==> src/rtl/bf_sequencer.sv <==
// bf_sequencer: run-control sequencer for the brainfuck core.
// Loads a length-prefixed program from the host byte link into code RAM,
// zeroes the whole tape RAM, then releases the core from reset until it
// reaches end-of-program or the cycle budget, and parks it in reset again.
//
// Ports:
//   clk, resetq              system clock, asynchronous active-low reset
//   start                    load request pulse (honoured in IDLE/DONE only)
//   rx_valid/rx_data/rx_ready host byte stream handshake
//   code_we/waddr/wdata      code RAM write port (combinational from handshake)
//   core_resetq              registered active-low reset to the core
//   core_code_addr           core next-pc, compared against program length
//   core_mem_*               core tape port, forwarded only while running
//   tape_addr/wr/dout        tape RAM write port (clear engine or core)
//   run_limit                cycle budget, 0 = unlimited, captured on RUN entry
//   busy/done/timeout/cycles run status
module bf_sequencer #(
  parameter int unsigned CADDR_WIDTH = 13,
  parameter int unsigned DADDR_WIDTH = 15,
  parameter int unsigned DATA_WIDTH  = 8
) (
  input  logic                   clk,
  input  logic                   resetq,
  input  logic                   start,
  input  logic                   rx_valid,
  input  logic [7:0]             rx_data,
  output logic                   rx_ready,
  output logic                   code_we,
  output logic [CADDR_WIDTH-1:0] code_waddr,
  output logic [7:0]             code_wdata,
  output logic                   core_resetq,
  input  logic [CADDR_WIDTH-1:0] core_code_addr,
  input  logic [DADDR_WIDTH-1:0] core_mem_addr,
  input  logic                   core_mem_wr,
  input  logic [DATA_WIDTH-1:0]  core_mem_dout,
  output logic [DADDR_WIDTH-1:0] tape_addr,
  output logic                   tape_wr,
  output logic [DATA_WIDTH-1:0]  tape_dout,
  input  logic [31:0]            run_limit,
  output logic                   busy,
  output logic                   done,
  output logic                   timeout,
  output logic [31:0]            cycles
);

  localparam int unsigned MAXLEN = (32'd1 << CADDR_WIDTH) - 32'd1;

  typedef enum logic [2:0] {
    S_IDLE, S_LEN0, S_LEN1, S_LOAD, S_CLEAR, S_RUN, S_DONE
  } state_t;

  state_t                 r_state;
  state_t                 w_next;
  logic [7:0]             r_len_lo;
  logic [15:0]            r_raw_len;
  logic [CADDR_WIDTH-1:0] r_clen;
  logic [15:0]            r_cnt;
  logic [DADDR_WIDTH-1:0] r_clr;
  logic [31:0]            r_limit;
  logic [31:0]            r_cycles;
  logic                   r_timeout;
  logic                   r_core_resetq;

  logic [15:0]            w_len_in;
  logic                   w_load_hs;
  logic                   w_last_byte;
  logic                   w_clr_last;
  logic                   w_prog_end;
  logic                   w_limit_hit;
  logic [31:0]            w_cyc_inc;

  assign w_len_in    = {rx_data, r_len_lo};
  assign w_load_hs   = (r_state == S_LOAD) && rx_valid;
  // The raw 16-bit length counts bytes to consume, even past the clamp.
  assign w_last_byte = w_load_hs && (r_cnt == r_raw_len - 16'd1);
  assign w_clr_last  = (r_clr == '1);
  assign w_cyc_inc   = (r_cycles == '1) ? r_cycles : r_cycles + 32'd1;
  assign w_prog_end  = (core_code_addr == r_clen);
  // Compare against the post-increment count so RUN lasts exactly run_limit cycles.
  assign w_limit_hit = (r_limit != '0) && (w_cyc_inc == r_limit);

  always_ff @(posedge clk or negedge resetq) begin
    if (!resetq) r_state <= S_IDLE;
    else         r_state <= w_next;
  end

  always_comb begin
    w_next    = r_state;
    rx_ready  = 1'b0;
    tape_addr = '0;
    tape_wr   = 1'b0;
    tape_dout = '0;
    unique case (r_state)
      S_IDLE, S_DONE: if (start) w_next = S_LEN0;
      S_LEN0: begin
        rx_ready = 1'b1;
        if (rx_valid) w_next = S_LEN1;
      end
      S_LEN1: begin
        rx_ready = 1'b1;
        if (rx_valid) w_next = (w_len_in == 16'd0) ? S_CLEAR : S_LOAD;
      end
      S_LOAD: begin
        rx_ready = 1'b1;
        if (w_last_byte) w_next = S_CLEAR;
      end
      S_CLEAR: begin
        tape_addr = r_clr;
        tape_wr   = 1'b1;
        if (w_clr_last) w_next = (r_clen == '0) ? S_DONE : S_RUN;
      end
      S_RUN: begin
        tape_addr = core_mem_addr;
        tape_wr   = core_mem_wr;
        tape_dout = core_mem_dout;
        if (w_prog_end || w_limit_hit) w_next = S_DONE;
      end
      default: w_next = S_IDLE;
    endcase
  end

  always_ff @(posedge clk or negedge resetq) begin
    if (!resetq) begin
      r_len_lo      <= '0;
      r_raw_len     <= '0;
      r_clen        <= '0;
      r_cnt         <= '0;
      r_clr         <= '0;
      r_limit       <= '0;
      r_cycles      <= '0;
      r_timeout     <= 1'b0;
      r_core_resetq <= 1'b0;
    end else begin
      r_core_resetq <= (w_next == S_RUN);
      case (r_state)
        S_IDLE, S_DONE: begin
          if (start) begin
            r_timeout <= 1'b0;
            r_cnt     <= '0;
          end
        end
        S_LEN0: if (rx_valid) r_len_lo <= rx_data;
        S_LEN1: begin
          if (rx_valid) begin
            r_raw_len <= w_len_in;
            r_clen    <= (32'(w_len_in) > MAXLEN) ? '1 : CADDR_WIDTH'(w_len_in);
            r_cnt     <= '0;
          end
        end
        S_LOAD: if (rx_valid) r_cnt <= r_cnt + 16'd1;
        S_CLEAR: begin
          r_clr <= r_clr + 1'b1;
          // Cleared on every CLEAR exit so a zero-length load reports 0 cycles.
          if (w_clr_last) begin
            r_cycles <= '0;
            r_limit  <= run_limit;
          end
        end
        S_RUN: begin
          r_cycles <= w_cyc_inc;
          if (w_next == S_DONE) r_timeout <= !w_prog_end;
        end
        default: ;
      endcase
    end
  end

  assign code_we     = w_load_hs && (32'(r_cnt) < 32'(r_clen));
  assign code_waddr  = code_we ? CADDR_WIDTH'(r_cnt) : '0;
  assign code_wdata  = code_we ? rx_data : '0;
  assign core_resetq = r_core_resetq;
  assign busy        = (r_state != S_IDLE) && (r_state != S_DONE);
  assign done        = (r_state == S_DONE);
  assign timeout     = r_timeout;
  assign cycles      = r_cycles;

endmodule

==> config.mk <==
export PLATFORM = sky130hd
export DESIGN_NAME = bf_sequencer
export DESIGN_NICKNAME = d
export VERILOG_FILES = /design/src/rtl/bf_sequencer.sv
export SDC_FILE = /design/constraint.sdc
export NUM_CORES = 1
export LEC_CHECK = 0
export CAP_MARGIN = 10
export CORE_MARGIN = 3
export CORE_UTILIZATION = 45
export CTS_BUF_LIST = sky130_fd_sc_hd__clkbuf_4 sky130_fd_sc_hd__clkbuf_8
export CTS_CLUSTER_SIZE = 12
export DETAILED_ROUTE_END_ITERATION = 8
export GPL_TIMING_DRIVEN = 0
export PLACE_DENSITY = 0.74
export SYNTH_ARGS = -nofsm -noshare
export SYNTH_HDL_FRONTEND = slang
export SYNTH_SLANG_ARGS = --single-unit
==> constraint.sdc <==
create_clock -name clk -period 9.98 [get_ports clk]
set_clock_uncertainty 0.15 [all_clocks]
set_input_delay 2.495 -clock clk [delete_from_list [all_inputs] [get_ports clk]]
set_output_delay 2.495 -clock clk [all_outputs]
set_load 0.01 [all_outputs]
==> results of run 1 <==
## metrics by stage
step | hold slack, ns | area [µm²]
floorplan | 0.3096 | 9129
global placement | 0.3393 | 11090
detailed placement | 0.3547 | 11130
CTS | 0.3686 | 11590
global route | 0.3916 | 11590
finish | 0.3694 | 11590
## final timing paths
check                                 to  slack [ns]  cells after the start
setup / recovery           code_waddr[7]        1.54                     10
hold reg to reg                 r_clr[8]        0.37                      1
hold / removal                  r_clr[8]        0.37                      1
max in group asynchronous    r_limit[11]        7.02                      2
setup reg to reg             core_resetq        5.91                     10
min in group asynchronous   r_raw_len[7]        1.85                      1
## sequential cells by signal, indices dropped and copies added, names as in the netlist
name and count:
cycles 32, r_limit 32, r_cnt 16, r_raw_len 16, r_clr 15, r_clen 13, r_len_lo 8, r_state 3
core_resetq 1, timeout 1
## placed cells by master, fill, tap and decap left out, types with 32 or more instances in the layout
cell type	synthesis	final
a21oi_1	53	53
dfrtp_1	137	137
nand2_1	158	158
xnor2_1	59	59
inv_1	37	37
nor2_1	70	70
clkbuf_1	53	53
o21ai_0	69	69
clkdlybuf4s50_1	0	162
xor2_1	42	42
nor4_1	34	33
nand3_1	32	32
## cell families (layout without fill, tap and decap cells)
logic type	Yosys count	after routing	synth area share
compound gates	236	236	0.1661
xor+xnor	101	101	0.09690
fa+ha+maj	16	16	0.02193
buf+inv	102	299	0.04331
flops	137	137	0.3755
mux	30	30	0.03632
simple gates	469	469	0.2599
## power groups by stage
stage / Clock [W] / Combinational (W) / Sequential, W
floorplan: 0 / 0.0000879 / 0.000594
global placement: 0 / 0.000149 / 0.000603
detailed placement: 0 / 0.000155 / 0.000603
CTS: 0.000542 / 0.000156 / 0.000592
global route: 0.000564 / 0.000175 / 0.000595
finish: 0.000537 / 0.000155 / 0.000593
## Yosys cell counts (all sizes together), types with 4 or more instances
| cell type | count |
|---|---|
| xor2 | 42 |
| and2 | 19 |
| nor3 | 30 |
| dfrtp | 137 |
| nand2b | 14 |
| nand4 | 30 |
| a21o | 10 |
| nor2 | 70 |
| clkbuf | 54 |
| nor4 | 36 |
| a31oi | 11 |
| or4 | 5 |
| nor2b | 6 |
| nand3 | 32 |
| nand2 | 158 |
| mux2 | 25 |
| o22ai | 6 |
| buf | 11 |
| xnor2 | 59 |
| and4 | 12 |
| and3 | 26 |
| a21oi | 53 |
| o21ai | 69 |
| o22a | 12 |
| a22oi | 5 |
| or3 | 12 |
| inv | 37 |
| a22o | 16 |
| mux2i | 5 |
| or2 | 7 |
| o31ai | 15 |
| ha | 16 |
| o211ai | 4 |
## area by class of cell
type / instances / area (µm²)
Sequential cell: 137 / 3428
Clock inverter: 12 / 187.7
Inverter: 37 / 138.9
Buffer: 65 / 256.5
Multi-Input combinational cell: 852 / 5311
Timing Repair Buffer: 165 / 1668
Clock buffer: 20 / 269.0
Fill cell: 1759 / 8127
Tap cell: 265 / 331.6
## metal layers
metal,GRT usage,vias up,part of all wire,routed length [µm]
met5,0,-,0,0
met2,0.4087,456,0.45,13280
met4,0.07390,0,0.017,493
li1,-,4277,-,-
met3,0.05881,52,0.099,2953
met1,0.3816,4338,0.44,13080
==> reports/results.env, run 1 <==
TIMING.HOLD.WORST.START='r_clr[8]'
ROUTE.FINAL.WIRE_LENGTH_UM=29810
CP_CELL_SEQUENCE='clkdlybuf4s50_1 > and3_1 > nand2_1 > a221oi_1 > o21ai_0 > nor2b_1 > clkbuf_1 > inv_1 > and2_1 > clkdlybuf4s50_1'
ROUTE.ANTENNA.REMAINING_NETS=0
ANTENNA-DIODE-COUNT=0
PWR-SHARE-SEQ=0.461
CELL_FAMILY_WITH_MOST_CP_DELAY='buffers and inverters'
DIE_W_UM=148.4
OVERFLOW=0
MAPPEDNETLISTNETS=1188
P_TOTAL_W=0.001285
CRITICAL_PATH.N_BUFFERS_INVERTERS=4
COMB_POWER_SHARE=0.121
CORE-AREA_MM2=0.01972
CTS_NUM_SINKS=137
POST_ROUTE_CELLS_DRIVE_ABOVE_1_SHARE=0.06599
TIGHTEST_SLEW_NS=1.273
CTSROOTBUFFERMASTER='clkbuf_8'
MAPPEDNETLISTAREA_MM2=0.009129
TOP_FANOUT_VALUE_ON_THE_CRITICAL_PATH=9
MAX_FREQ_MHz=118.5
DIE_HEIGHT_UM=148.4
CP_COMMON_CELL='clkdlybuf4s50_1'
START_KIND='input port'
SYNTH.DISTINCT_CELLS=65
HOLD_VIOLATIONS=0
YS_FF_LATCH=137
DRT_DRC_VIOLATIONS_LEFT=0
UTILIZATION_AFTER_LAYOUT=0.5879
GRTUSAGETOTAL=0.2663
SYNTH_TOP_CELL_AREA_SHARE=0.3755
POWER.SWITCHING_FRACTION=0.2695
CTS_TREE='yes'
DIEAREA_MM2=0.02203
AREA_GROW_SYN2LAYOUT_PCT=26.97
GRT_SETUP_UNREPAIRED='no'
REPORT.FINAL.SETUP_VIOL=0
YS_ASYNC_SR_FRACTION=1.000
LARGEST_NET_DEGREE_AT_THE_START_OF_GLOBAL_ROUTING=80
SYN-INSTANCE-COUNT=1091
YOSYS_WARNINGS=0
TIMING.MAX_SLEW.REL_SLACK=0.1448
CLK-INSERTION-DELAY-LATE_NS=0.45
SYNTH_ENABLE_FLOP_CELLS=0
ROWS=51
POWER_SWITCHING_W=0.0003464
POST-ROUTE-WORST-SETUP-SLACK_NS=1.544
POWER_PER_CELL_AREA_mW_PER_MM2=110.9
FIN_TNS_SETUP_NS=0
FIRST_PASS_GRT_WIRE_LENGTH_UM=46620
FINAL_MAX_SLEW_VIOL_COUNT=0
FINAL_CELL_COUNT_NO_FILL=1553
CTS-BUFFERS-INSERTED=17
CTSHTREEMAXLEVEL=4
DETAIL_ROUTE.WL_PER_CELL_UM=19.19
GRT_PASS1_VIAS=8672
POST_CTS_BUFFERS=0
CLOCKBUFFERDEPTH=2
SYN-MEAN-INSTANCE-AREA_UM2=8.367
CTS_HOLD_BUFFERS=0
VIA_PER_INST=5.874
DRT_FIRST_PASS_ITERS=5
GRT_ANTENNA_BEFORE_REPAIR=0
STARTPOINT='rx_valid'
INITIAL_CORE_UTIL=0.4630
WORSTPATHREQUIRED_NS=7.34
SYNTH_TOP_CELLS_BY_AREA='dfrtp_1 (38%), nand2_1 (6.5%), xnor2_1 (5.7%), xor2_1 (4.0%), o21ai_0 (3.8%)'
VIA_COUNT=9123
CLK_TRANSITION_REPORTED_PATHS_NS=0.09
SETUP.WORST_PATH.END_CLASS='output pin'
CRITPATHMAXSTAGEDELAY_NS=0.77
IO-PIN-COUNT=164
NUMBER_OF_DRC_MARKERS_IN_ITERATION_0=883
WORST_PATH_MAX_DELAY_CELL='a221oi_1'
PERIOD_UTILISATION_LAYOUT=0.8453
IRDROPWORSTVDD_mV=0.07667
POWER.SHARE.CLOCK=0.418
POWER.INTERNAL_W=0.0009389
COUNT_OF_CELLS_RESIZED_BY_POST_CTS_REPAIR=0
STATIC_LEAKAGE_nW=4.740
POST-PLACE-WS_NS=1.600
NUMPORTBUFFERS=163
MAX_CAP_VIOLATIONS=0
PLACED_CELLS=1521
OUTCOME='complete, no violations'
YOSYS_MOST_USED_DFF='dfrtp_1'
TIMING.SETUP.CRITICAL_PATH_CLASS='in2out'
SYNTHDOMINANTAREACELLTYPE='dfrtp_1'
WORSTHOLDPATHTYPE='reg2reg'
R2R_START='cycles[2]'
PART_OF_THE_YOSYS_AREA_USED_FOR_SEQUENTIAL_ELEMENTS=0.3755
FINAL_PERIOD_MINUS_WORST_SETUP_SLACK_NS=8.436
NETS=1372
GP_ROUTABILITY_CONGESTION=0.9817
HPWLAFTERDP_UM=22620
CRIT_ARRIVAL_NS=5.79
No activity file was read; power rests on OpenSTA's default activity.
==> run 2, diff against run 1 <==
--- a/config.mk
+++ b/config.mk
@@ -12,7 +12,7 @@
 export CTS_CLUSTER_SIZE = 12
 export DETAILED_ROUTE_END_ITERATION = 8
 export GPL_TIMING_DRIVEN = 0
-export PLACE_DENSITY = 0.74
+export PLACE_DENSITY = 0.77
 export SYNTH_ARGS = -nofsm -noshare
 export SYNTH_HDL_FRONTEND = slang
 export SYNTH_SLANG_ARGS = --single-unit
==> constraint.sdc (replaced) <==
create_clock -name clk -period 6.82 [get_ports clk]
set_clock_uncertainty 0.15 [all_clocks]
set_input_delay 1.705 -clock clk [delete_from_list [all_inputs] [get_ports clk]]
set_output_delay 1.705 -clock clk [all_outputs]
set_load 0.01 [all_outputs]
==> run 2 against run 1 <==
  * Hold slack got worse by 0.014 ns
  * Non-clock buffer count unchanged
  * Worst setup slack got worse by 1.3 ns
  * Flip-flop and latch count unchanged
  * Cell area about the same
  * First-iteration DRC count decreased by 0.79%
  * Power increased by 46%
  * Die area unchanged
  * Clock-buffer cell count decreased by 1
  * Final cell count unchanged
  * Critical path depth unchanged
  * Clock power increased by 46%
  * Largest cell class unchanged
==> reports/results.env, run 2 (same netlist as run 1, synthesis figures left out) <==
TIMING.SETUP.CRITICAL_PATH_CLASS='in2out'
TIMING.MAX_SLEW.REL_SLACK=0.1870
CTS_NUM_SINKS=137
NUMPORTBUFFERS=163
CTSHTREEMAXLEVEL=4
WORSTPATHREQUIRED_NS=4.97
IO-PIN-COUNT=164
ROWS=51
DIEAREA_MM2=0.02203
MAX_FREQ_MHz=152.4
AREA_GROW_SYN2LAYOUT_PCT=26.93
DIE_HEIGHT_UM=148.4
CORE-AREA_MM2=0.01972
WORSTSETUPENDPOINT='code_waddr[2]'
ANTENNA-DIODE-COUNT=0
MOST_USED_CELLS_IN_THE_LAYOUT_EXCLUDING_FILL_AND_TAP_CELLS='clkdlybuf4s50_1 (162), nand2_1 (158), dfrtp_1 (137)'
DRT_DRC_VIOLATIONS_LEFT=0
DETAIL_ROUTE.WL_PER_CELL_UM=19.35
POST_ROUTE_CELLS_DRIVE_ABOVE_1_SHARE=0.06677
CLK_TRANSITION_REPORTED_PATHS_NS=0.07
STARTPOINT='rx_valid'
FINAL_MAX_SLEW_VIOL_COUNT=0
TIGHTEST_SLEW_NS=1.210
WORST_R2R_ENDPOINT='core_resetq'
CLK-INSERTION-DELAY-LATE_NS=0.46
HOLD-WORST-SLACK_NS=0.3559
VIA_COUNT=9127
ROUTE.ANTENNA.REMAINING_NETS=0
GRT_PASS1_VIAS=8633
HOLD_VIOLATIONS=0
MAX_CAP_VIOLATIONS=0
SETUP.WORST_PATH.END_CLASS='output pin'
VIA_PER_INST=5.877
CTS_TREE='yes'
FIRST_PASS_GRT_WIRE_LENGTH_UM=47610
CTSROOTBUFFERMASTER='clkbuf_8'
R2R_SETUP_SLACK_NS=2.71
REPORT.FINAL.SETUP_VIOL=0
OVERFLOW=0
POST_CTS_BUFFERS=0
CTS-BUFFERS-INSERTED=17
LAYOUT_COMMONEST_CELL='clkdlybuf4s50_1'
HPWLAFTERDP_UM=22750
DIE_W_UM=148.4
P_TOTAL_W=0.001875
CRIT_ARRIVAL_NS=4.71
IRDROPWORSTVDD_mV=0.1218
FINAL_PERIOD_MINUS_WORST_SETUP_SLACK_NS=6.560
ROUTE.FINAL.WIRE_LENGTH_UM=30050
WORSTHOLDPATHTYPE='reg2reg'
GP_ROUTABILITY_CONGESTION=0.9691
GRTUSAGETOTAL=0.2726
R2R.WORST_PATH.CELLS=10
R2R_START='cycles[2]'
GRT_SETUP_UNREPAIRED='no'
CLOCKBUFFERDEPTH=2
OUTCOME='complete, no violations'
GRT_ANTENNA_BEFORE_REPAIR=0
INITIAL_CORE_UTIL=0.4630
STATIC_LEAKAGE_nW=4.738
PERIOD_UTILISATION_LAYOUT=0.9619
FIN_TNS_SETUP_NS=0
NETS=1372
DRT_FIRST_PASS_ITERS=5
TOP_FANOUT_VALUE_ON_THE_CRITICAL_PATH=9
NUMBER_OF_DRC_MARKERS_IN_ITERATION_0=876
START_KIND='input port'
LARGEST_NET_DEGREE_AT_THE_START_OF_GLOBAL_ROUTING=74
POWER_PER_CELL_AREA_mW_PER_MM2=161.8
[run 2: cell type report]
class                      count  area (µm²)
fill                        1778        8130
multi-input combinational    852        5318
sequential                   137        3428
timing repair buffer         165        1668
tap                          265       331.6
buffer                        65       256.5
clock buffer                  19       255.2
clock inverter                13       191.4
inverter                      37       138.9
[run 2: worst min-delay path by stage]
stage           endpoint  cells after the start      start
3_3_place_gp    r_clr[3]                      1   r_clr[3]
4_1_cts        r_clr[12]                      1  r_clr[12]
5_1_grt        r_clr[12]                      1  r_clr[12]
6_report        r_clr[3]                      1   r_clr[3]
3_5_place_dp   r_clr[12]                      1  r_clr[12]
2_1_floorplan   r_clr[3]                      1   r_clr[3]
[run 2: stage by stage]
stage          cells  setup WS (ns)  instance area, µm²    util
2_1_floorplan   1091          1.636                9129       -
3_3_place_gp    1519         -1.659               11090  0.5625
3_5_place_dp    1521      -0.006266               11130  0.5647
4_1_cts         1553         0.2838               11590  0.5877
5_1_grt         1553         0.1134               11590  0.5877
6_report        1553         0.2598               11590  0.5877
[run 2: routing by layer]
layer,part of all wire,track usage,vias to the layer above
met5,0,0,-
met4,0.018,0.08176,0
met3,0.087,0.04570,45
met2,0.44,0.4108,447
met1,0.46,0.4039,4357
li1,-,-,4278
[run 2: worst max-delay path, cell delays in order]
cell	delay [ns]
clkdlybuf4s50_1	0.57
and3_1	0.33
nand2_1	0.09
a221oi_2	0.45
o21ai_0	0.15
nor2b_1	0.16
clkbuf_1	0.23
inv_1	0.27
and2_1	0.20
clkdlybuf4s50_1	0.54
[run 2: power breakdown]
group | internal (W) | total [W] | switching, W
logic | 0.000114 | 0.000226 | 0.000113
registers | 0.000831 | 0.000866 | 0.0000354
clock network | 0.000418 | 0.000782 | 0.000365
[run 2: timing repair]
action                                  in CTS  in global routing
hold buffers                                 0                  0
endpoints found under the hold margin        0                  0
endpoints found under the setup margin       2                  0
resized for setup                            1                  0
